[src/rtl/alu_exec_if.sv]
// Request/response bundle between the EX-stage issue logic and the ALU
// execution unit. Names are seen from the execution unit's side.
interface alu_exec_if #(
  parameter int WIDTH = 32
);
  logic             in_valid_i;
  logic             in_ready_o;
  logic [2:0]       ALUCtrl_i;
  logic [WIDTH-1:0] data1_i;
  logic [WIDTH-1:0] data2_i;
  logic             out_valid_o;
  logic             out_ready_i;
  logic [WIDTH-1:0] data_o;
  logic             zero_o;
  logic             busy_o;

  modport master (
    output in_valid_i, ALUCtrl_i, data1_i, data2_i, out_ready_i,
    input  in_ready_o, out_valid_o, data_o, zero_o, busy_o
  );

  modport slave (
    input  in_valid_i, ALUCtrl_i, data1_i, data2_i, out_ready_i,
    output in_ready_o, out_valid_o, data_o, zero_o, busy_o
  );
endinterface

[src/rtl/alu_exec_unit.sv]
// EX-stage ALU: single-cycle logic/shift/add ops, plus an iterative
// shift-add multiplier that holds the pipeline via busy_o.
module alu_exec_unit #(
  parameter int WIDTH   = 32,
  parameter int SHAMT_W = 5
) (
  input  logic       clk_i,
  input  logic       rst_i,
  alu_exec_if.slave  bus
);

  typedef enum logic [1:0] {
    S_IDLE = 2'd0,
    S_MUL  = 2'd1,
    S_HOLD = 2'd2
  } state_t;

  localparam logic [2:0] OP_AND = 3'b000;
  localparam logic [2:0] OP_XOR = 3'b001;
  localparam logic [2:0] OP_SLL = 3'b010;
  localparam logic [2:0] OP_ADD = 3'b011;
  localparam logic [2:0] OP_SUB = 3'b100;
  localparam logic [2:0] OP_MUL = 3'b101;
  localparam logic [2:0] OP_SRA = 3'b110;
  localparam logic [2:0] OP_RSV = 3'b111;

  localparam logic [SHAMT_W-1:0] LAST =
    SHAMT_W'(WIDTH - 1);

  state_t             state_q, state_d;
  logic [WIDTH-1:0]   data_q, data_d;
  logic [WIDTH-1:0]   mcand_q, mcand_d;
  logic [WIDTH-1:0]   mplier_q, mplier_d;
  logic [WIDTH-1:0]   acc_q, acc_d;
  logic [SHAMT_W-1:0] cnt_q, cnt_d;

  logic               in_ready;
  logic               accept;
  logic [SHAMT_W-1:0] shamt;
  logic [WIDTH-1:0]   alu_res;
  logic [WIDTH-1:0]   acc_nxt;

  assign in_ready = (state_q == S_IDLE) ||
                    (state_q == S_HOLD && bus.out_ready_i);
  assign accept   = bus.in_valid_i && in_ready;
  assign shamt    = bus.data2_i[SHAMT_W-1:0];

  assign bus.in_ready_o  = in_ready;
  assign bus.out_valid_o = (state_q == S_HOLD);
  assign bus.busy_o      = (state_q == S_MUL);
  assign bus.data_o      = data_q;
  assign bus.zero_o      = (data_q == '0);

  always_comb begin
    alu_res = bus.data1_i + bus.data2_i;
    unique case (bus.ALUCtrl_i)
      OP_AND: alu_res = bus.data1_i & bus.data2_i;
      OP_XOR: alu_res = bus.data1_i ^ bus.data2_i;
      OP_SLL: alu_res = bus.data1_i << shamt;
      OP_ADD: alu_res = bus.data1_i + bus.data2_i;
      OP_SUB: alu_res = bus.data1_i - bus.data2_i;
      OP_SRA: alu_res = WIDTH'($signed(bus.data1_i) >>> shamt);
      OP_MUL: alu_res = '0;
      OP_RSV: alu_res = bus.data1_i + bus.data2_i;
      default: alu_res = bus.data1_i + bus.data2_i;
    endcase
  end

  assign acc_nxt = mplier_q[0] ? acc_q + mcand_q : acc_q;

  always_comb begin
    state_d  = state_q;
    data_d   = data_q;
    mcand_d  = mcand_q;
    mplier_d = mplier_q;
    acc_d    = acc_q;
    cnt_d    = cnt_q;
    unique case (state_q)
      S_IDLE, S_HOLD: begin
        if (accept) begin
          if (bus.ALUCtrl_i == OP_MUL) begin
            state_d  = S_MUL;
            mcand_d  = bus.data1_i;
            mplier_d = bus.data2_i;
            acc_d    = '0;
            cnt_d    = '0;
          end else begin
            state_d = S_HOLD;
            data_d  = alu_res;
          end
        end else if (state_q == S_HOLD && bus.out_ready_i) begin
          state_d = S_IDLE;
        end
      end
      S_MUL: begin
        acc_d    = acc_nxt;
        mcand_d  = mcand_q << 1;
        mplier_d = mplier_q >> 1;
        cnt_d    = cnt_q + 1'b1;
        // Last iteration commits the product straight into the result.
        if (cnt_q == LAST) begin
          state_d = S_HOLD;
          data_d  = acc_nxt;
        end
      end
      default: state_d = S_IDLE;
    endcase
  end

  always_ff @(posedge clk_i or posedge rst_i) begin
    if (rst_i) begin
      state_q  <= S_IDLE;
      data_q   <= '0;
      mcand_q  <= '0;
      mplier_q <= '0;
      acc_q    <= '0;
      cnt_q    <= '0;
    end else begin
      state_q  <= state_d;
      data_q   <= data_d;
      mcand_q  <= mcand_d;
      mplier_q <= mplier_d;
      acc_q    <= acc_d;
      cnt_q    <= cnt_d;
    end
  end

endmodule

[src/flat_wrapper.sv]
// flat-port wrapper written by rule: the top's interface ports become plain ports
module alu_exec_unit_flat 
#(
  parameter int WIDTH   = 32,
  parameter int SHAMT_W = 5
)
  (clk_i, rst_i, bus_in_valid_i, bus_ALUCtrl_i, bus_data1_i, bus_data2_i, bus_out_ready_i, bus_in_ready_o, bus_out_valid_o, bus_data_o, bus_zero_o, bus_busy_o);
  alu_exec_if #(.WIDTH(WIDTH)) bus_i ();
  input  logic clk_i;
  input  logic rst_i;
  input wire logic [$bits(bus_i.in_valid_i)-1:0] bus_in_valid_i;
  input wire logic [$bits(bus_i.ALUCtrl_i)-1:0] bus_ALUCtrl_i;
  input wire logic [$bits(bus_i.data1_i)-1:0] bus_data1_i;
  input wire logic [$bits(bus_i.data2_i)-1:0] bus_data2_i;
  input wire logic [$bits(bus_i.out_ready_i)-1:0] bus_out_ready_i;
  output wire logic [$bits(bus_i.in_ready_o)-1:0] bus_in_ready_o;
  output wire logic [$bits(bus_i.out_valid_o)-1:0] bus_out_valid_o;
  output wire logic [$bits(bus_i.data_o)-1:0] bus_data_o;
  output wire logic [$bits(bus_i.zero_o)-1:0] bus_zero_o;
  output wire logic [$bits(bus_i.busy_o)-1:0] bus_busy_o;
  assign bus_i.in_valid_i = bus_in_valid_i;
  assign bus_i.ALUCtrl_i = bus_ALUCtrl_i;
  assign bus_i.data1_i = bus_data1_i;
  assign bus_i.data2_i = bus_data2_i;
  assign bus_i.out_ready_i = bus_out_ready_i;
  assign bus_in_ready_o = bus_i.in_ready_o;
  assign bus_out_valid_o = bus_i.out_valid_o;
  assign bus_data_o = bus_i.data_o;
  assign bus_zero_o = bus_i.zero_o;
  assign bus_busy_o = bus_i.busy_o;
  alu_exec_unit #(.WIDTH(WIDTH), .SHAMT_W(SHAMT_W)) u_core (.clk_i(clk_i), .rst_i(rst_i), .bus(bus_i));
endmodule
[config.mk]
export PLATFORM = sky130hd
export DESIGN_NAME = alu_exec_unit_flat
export DESIGN_NICKNAME = d
export VERILOG_FILES = /design/src/rtl/alu_exec_if.sv /design/src/rtl/alu_exec_unit.sv /design/src/flat_wrapper.sv
export SDC_FILE = /design/constraint.sdc
export NUM_CORES = 1
export LEC_CHECK = 0
export BUFFER_PORTS_ARGS = -buffer_cell sky130_fd_sc_hd__buf_2
export CAP_MARGIN = 20
export CORE_AREA = 2 2 183 185
export CTS_CLUSTER_DIAMETER = 50
export DETAILED_ROUTE_END_ITERATION = 12
export DIE_AREA = 0 0 185 187
export PLACE_DENSITY = 0.64
export SETUP_SLACK_MARGIN = 0.02
export SLEW_MARGIN = 20
export SYNTH_ARGS = -nofsm -noshare
export SYNTH_HDL_FRONTEND = slang
export SYNTH_SLANG_ARGS = --single-unit
[constraint.sdc]
create_clock -name clk_i -period 3.8 [get_ports clk_i]
set_input_delay 0.38 -clock clk_i [delete_from_list [all_inputs] [get_ports clk_i]]
set_output_delay 0.38 -clock clk_i [all_outputs]
set_load 0.01 [all_outputs]
## Word level (Yosys, flattened, before mapping)

Index checks and enable logic that the tools add are counted.

| storage, ports and cells | value |
|---|---|
| register bits | 135 |

| operators by class | value |
|---|---|
| bitwise operators | 2 |
| add/subtract/negate cells | 4 |
| mux-type cells | 23 |
| shift-type cells | 2 |
| equality and inequality tests | 15 |
| reductions and logical operators | 12 |

Operator list:

| kind | count |
|---|---|
| 2-to-1 mux 32 bit | 10 |
| one-hot mux 32 bit (2 select lines) | 4 |
| one-hot mux 32 bit (6 select lines) | 1 |
| adder 32 bit | 2 |
| AND 32 bit | 1 |
| zero test 32 bit | 1 |
| << shifter 32 x 5 -> 32 bit | 1 |
| >>> shifter 32 x 5 -> 32 bit | 1 |
| subtractor 32 bit | 1 |
| bitwise XOR 32 bit | 1 |
| == test 3 bit (second input constant) | 4 |
| 2-to-1 mux 5 bit | 2 |
| one-hot mux 5 bit (2 select lines) | 1 |
| 2-to-1 mux 2 bit | 4 |
| == test 3 x 2 -> 1 bit (second input constant) | 2 |
| inequality test 2 x 1 -> 1 bit (second input constant) | 3 |
| adder 5 x 1 -> 5 bit (second input constant) | 1 |
| == test 5 bit (second input constant) | 1 |
| one-hot mux 2 bit (2 select lines) | 1 |
| AND reduction 4 bit | 1 |
| OR reduction 2 bit | 2 |
| == test 3 x 1 -> 1 bit (second input constant) | 1 |
| zero test 3 bit | 1 |
| inequality test 3 x 1 -> 1 bit (second input constant) | 1 |
| other kinds (9) | 10 |

## Longest topological paths before layout

| logic depth | value |
|---|---|
| depth in word-level cells | 6 |
| depth in mapped cells | 22 |
| mapped depth without buffers | 18 |

## Worst setup path after synthesis

No wires, ideal clock.

| timing path | value |
|---|---|
| path type | input -> register |
| start point | in bus_data2_i[0] |
| end point | reg u_core.data_q[29], in the netlist u_core.bus.data_o[29] |
| path buffers | 4 |
| arrival time | 4.463 ns |
| stages | 22 |
| slack | -0.789 ns |
| library setup time | 0.126 ns |
| cell sequence | buf_4 > buf_6 > buf_4 > buf_2 > inv_1 > ha_1 > and4_1 > and3b_2 > nor2b_1 > nand2_1 > o31ai_1 > xnor2_1 > ha_1 > and2_1 > a221oi_1 > o21ai_0 > a21o_1 > a21o_1 > a41o_1 > xnor2_1 > nor3_1 > o32a_1 |

| on the way | value |
|---|---|
| word-level cells in the longest chain between the ends | 5 |

Ends and longest elaborated chain:

| item | RTL line | source |
|---|---|---|
| start: declaration | flat_wrapper.sv:14 | `input wire logic [$bits(bus_i.data2_i)-1:0] bus_data2_i;` |
| adder 32 bit (tied with other cells) | - |  |
| one-hot mux 32 bit (6 select lines) (*) | alu_exec_unit.sv:56 | `unique case (bus.ALUCtrl_i)` |
| 2-to-1 mux 32 bit (*) | alu_exec_unit.sv:81 | `if (bus.ALUCtrl_i == OP_MUL) begin` |
| 2-to-1 mux 32 bit (*) | alu_exec_unit.sv:80 | `if (accept) begin` |
| one-hot mux 32 bit (2 select lines) (*) | alu_exec_unit.sv:78 | `unique case (state_q)` |
| end signal: assignment | alu_exec_unit.sv:120 | `data_q <= data_d;` |
| end: declaration | alu_exec_unit.sv:31 | `logic [WIDTH-1:0] data_q, data_d;` |

Every way passes the cells marked *; elsewhere a longest branch is shown, timed or not. The select of a mux whose other input is x is not followed.
A chain may end at the register's enable or synchronous reset.

## Worst setup path after layout

| timing path | value |
|---|---|
| start point | in bus_data2_i[8] |
| end point | reg u_core.data_q[29], in the netlist u_core.bus.data_o[29] |

| on the way | value |
|---|---|
| word-level cells in the longest chain between the ends | 5 |

Ends and longest elaborated chain:

| item | RTL line |
|---|---|
| adder 32 bit / subtractor 32 bit (equally long branches) | - |
| one-hot mux 32 bit (6 select lines) (*) | alu_exec_unit.sv:56 |
| 2-to-1 mux 32 bit (*) | alu_exec_unit.sv:81 |
| 2-to-1 mux 32 bit (*) | alu_exec_unit.sv:80 |
| one-hot mux 32 bit (2 select lines) (*) | alu_exec_unit.sv:78 |

Marked as above.

==> results.toml <==
[run_status]
status = "completed"

[synth]
synth_area_leaders = "dfrtp_1 23%, ha_1 8.9%, mux4_2 7.2%"
synth_cell_type_count = 87
yosysSeqAreaShare_pct = 23.35
synth_edf_count = 0
syn-instance-count = 1810
syn_area_mm2 = 0.01447
avgSynthCellArea_um2 = 7.995
synth_top_area_share_pct = 23.35
synth.most_common_cell = "nand2_1"
yosys.area.top_type = "dfrtp_1"
syn-num-nets = 1986
yosys_warnings = 0
synth_seq_cells = 135
async_flop_share_pct = 100.0
synth_ff_type = "dfrtp_1"
ys_top_cells_by_count = "271 x nand2_1, 247 x nor2_1, 135 x dfrtp_1, 117 x a21oi_1, 103 x ha_1"

[placed_design]
gp_congestion = 1.039
preCtsSetupSlack_ps = -351.0
port_buffers = 106
dp_hpwl_mm = 44.66

[grt]
grt_overflow = 0
grt_max_degree = 176
grt_usage_pct = 34.71
grt_pass1_wl_mm = 90.15
antenna_found_initial = 1
grt_pass1_vias = 14650

[floorplan]
start_util_pct = 44.03
num_rows = 67
die_h_um = 187
io-pin-count = 107
dieWidth_um = 185
dieArea_mm2 = 0.03460
core_region_area_mm2 = 0.03286

[worst_setup_path]
worstSetupEndpointType = "flop"
worstPathMaxFanout = 3
reg2reg_depth = 13
required_ps = 4130
crit_path_start_kind = "input port"
arrival_ps = 4020
worst-setup-path-type = "in -> reg"

[sta]
max_freq_ghz = 0.2703
slew_headroom_pct = 36.43
final.setup.tns_ps = 0
hold_viol = 0
setup_slack_ps = 100.6
rsz0062_at_grt = "true"
tightest_slew_ps = 951.5
clock_skew_ps = 7.155
setup_viol = 0
post-route-period-util_pct = 97.35
min_period_ps = 3699
report.final.slew_viol_count = 0

[final_layout]
layout-drive-gt1-share_pct = 21.31
num_antenna_cells = 0
fin_nets = 2176
syn2layout_area_growth_pct = 18.56
fillers = 3194

[power]
powerDensity_mw_per_mm2 = 512.4
ir_drop_mv = 0.3708
p_leak_nw = 7.869

[worst_hold_path]
hold_path.class = "in -> async"

[routing]
drc = 0
drt_iter0_markers = 1775
avgRoutedWirePerCell_um = 24.33
vias = 15410
postRouteAntennaNets = 0
drt_pass1_iterations = 6
wl_mm = 59.86
viasPerCell = 6.261

[cts]
tritoncts = "yes"
clk_pin_slew_worst_paths_ps = 60
worstSkewPairLatency_ps = 450
root_buffer = "clkbuf_16"
cts.hold.buffers_added = 0
cts_buffer_depth = 2
cts_made_buffers = 17
cts_max_level = 4
cts.sinks = 135

[run]
drv_cap = 0
-- cells by family after synthesis --
| group | Yosys count | share of synthesized area, % |
|---|---|---|
| AOI/OAI and AO/OA | 526 | 23.89 |
| xor gates and xnor gates | 79 | 4.911 |
| adders and majority gates | 105 | 9.183 |
| buffers and inverters | 145 | 4.531 |
| DFF | 135 | 23.35 |
| muxes | 138 | 13.60 |
| and+or+nand+nor | 682 | 20.54 |
-- worst max-delay path: stages --
cell and delay (ps):
buf_6 90, or4_4 550, nor4_4 330, and3b_2 240
nor2b_4 180, nand2_2 90, o31ai_4 180, xnor2_1 150
ha_1 270, and2_4 160, a221oi_4 260, o21ai_2 90
a21o_1 170, a21o_1 150, a41o_1 220, xnor2_1 150
nor3_1 70, o32a_1 290
-- flip-flops by register name, indices dropped and copies added, names as in the netlist --
signal and count:
u_core.mplier_q 32, u_core.state_q 2, u_core.mcand_q 32, u_core.bus.data_o 32
u_core.cnt_q 5, u_core.acc_q 32
-- power by group --
part           leakage (nW)  switching (W)  internal, W  total [W]
Combinational          5.97        0.00266      0.00206    0.00472
Sequential             1.63       0.000514      0.00200    0.00251
Clock                 0.270       0.000702     0.000857    0.00156
Total                  7.87        0.00388      0.00491    0.00879
-- layout make-up --
cell class                      instances  area, µm²  share of cell area, %
Multi-Input combinational cell       1530      10600                  61.79
Sequential cell                       135       3378                  19.69
Timing Repair Buffer                  289       1967                  11.47
Tap cell                              448      560.5                  3.267
Clock buffer                           19      442.9                  2.582
Inverter                               27      110.1                 0.6418
Clock inverter                         13      96.34                 0.5616
-- through the flow --
stage	utilization (%)	hold WS, ps	instances	total power [W]	cell area (µm²)
floorplan	-	464.7	1810	0.005636	14580
global placement	50.16	484.3	2425	0.007013	16480
CTS	51.80	143.3	2457	0.008691	17020
global route	52.20	183.1	2461	0.009434	17160
detailed placement	50.16	488.9	2425	0.007097	16480
finish	52.20	127.4	2461	0.008790	17160
-- final timing paths --
check,slack (ps),endpoint,start
worst min register to register,510,u_core.bus.data_o[6],u_core.bus.data_o[6]
worst max-delay path,100,u_core.bus.data_o[29],bus_data2_i[8]
max in group asynchronous,2780,u_core.bus.data_o[9],rst_i
worst min-delay path,130,u_core.cnt_q[3],rst_i
worst max register to register,240,u_core.bus.data_o[26],u_core.acc_q[0]
min in group clk_i,230,u_core.mplier_q[31],bus_data2_i[31]
-- placed cells by master (no fill, tap or decap), drive strengths merged, types with 16 or more instances in the layout --
cell and count:
a21o 39, nand2 271, a211oi 21, ha 103, o221ai 23, o21ai 97
nor2b 16, nor2 247, mux4 46, xor2 39, dfrtp 135, nand3 17
buf 289, and3 17, inv 31, mux2i 83, nor3 41, xnor2 40
a21oi 117, a31oi 91, clkbuf 19, o211ai 31
-- layer usage --
layer  GRT usage, %  wire [µm]  vias up
met5              0          7        -
met4          15.66       2979        2
met3          6.873       4950      151
met2          52.43      26310      751
met1          47.88      25620     7422
li1               -          -     7083
-- what timing repair did --
action	in CTS	in global routing
setup buffers	0	4
endpoints found under the setup margin	0	6
hold endpoints to repair	0	0
resized for setup	0	21
Power figures use the tool's default switching activity.
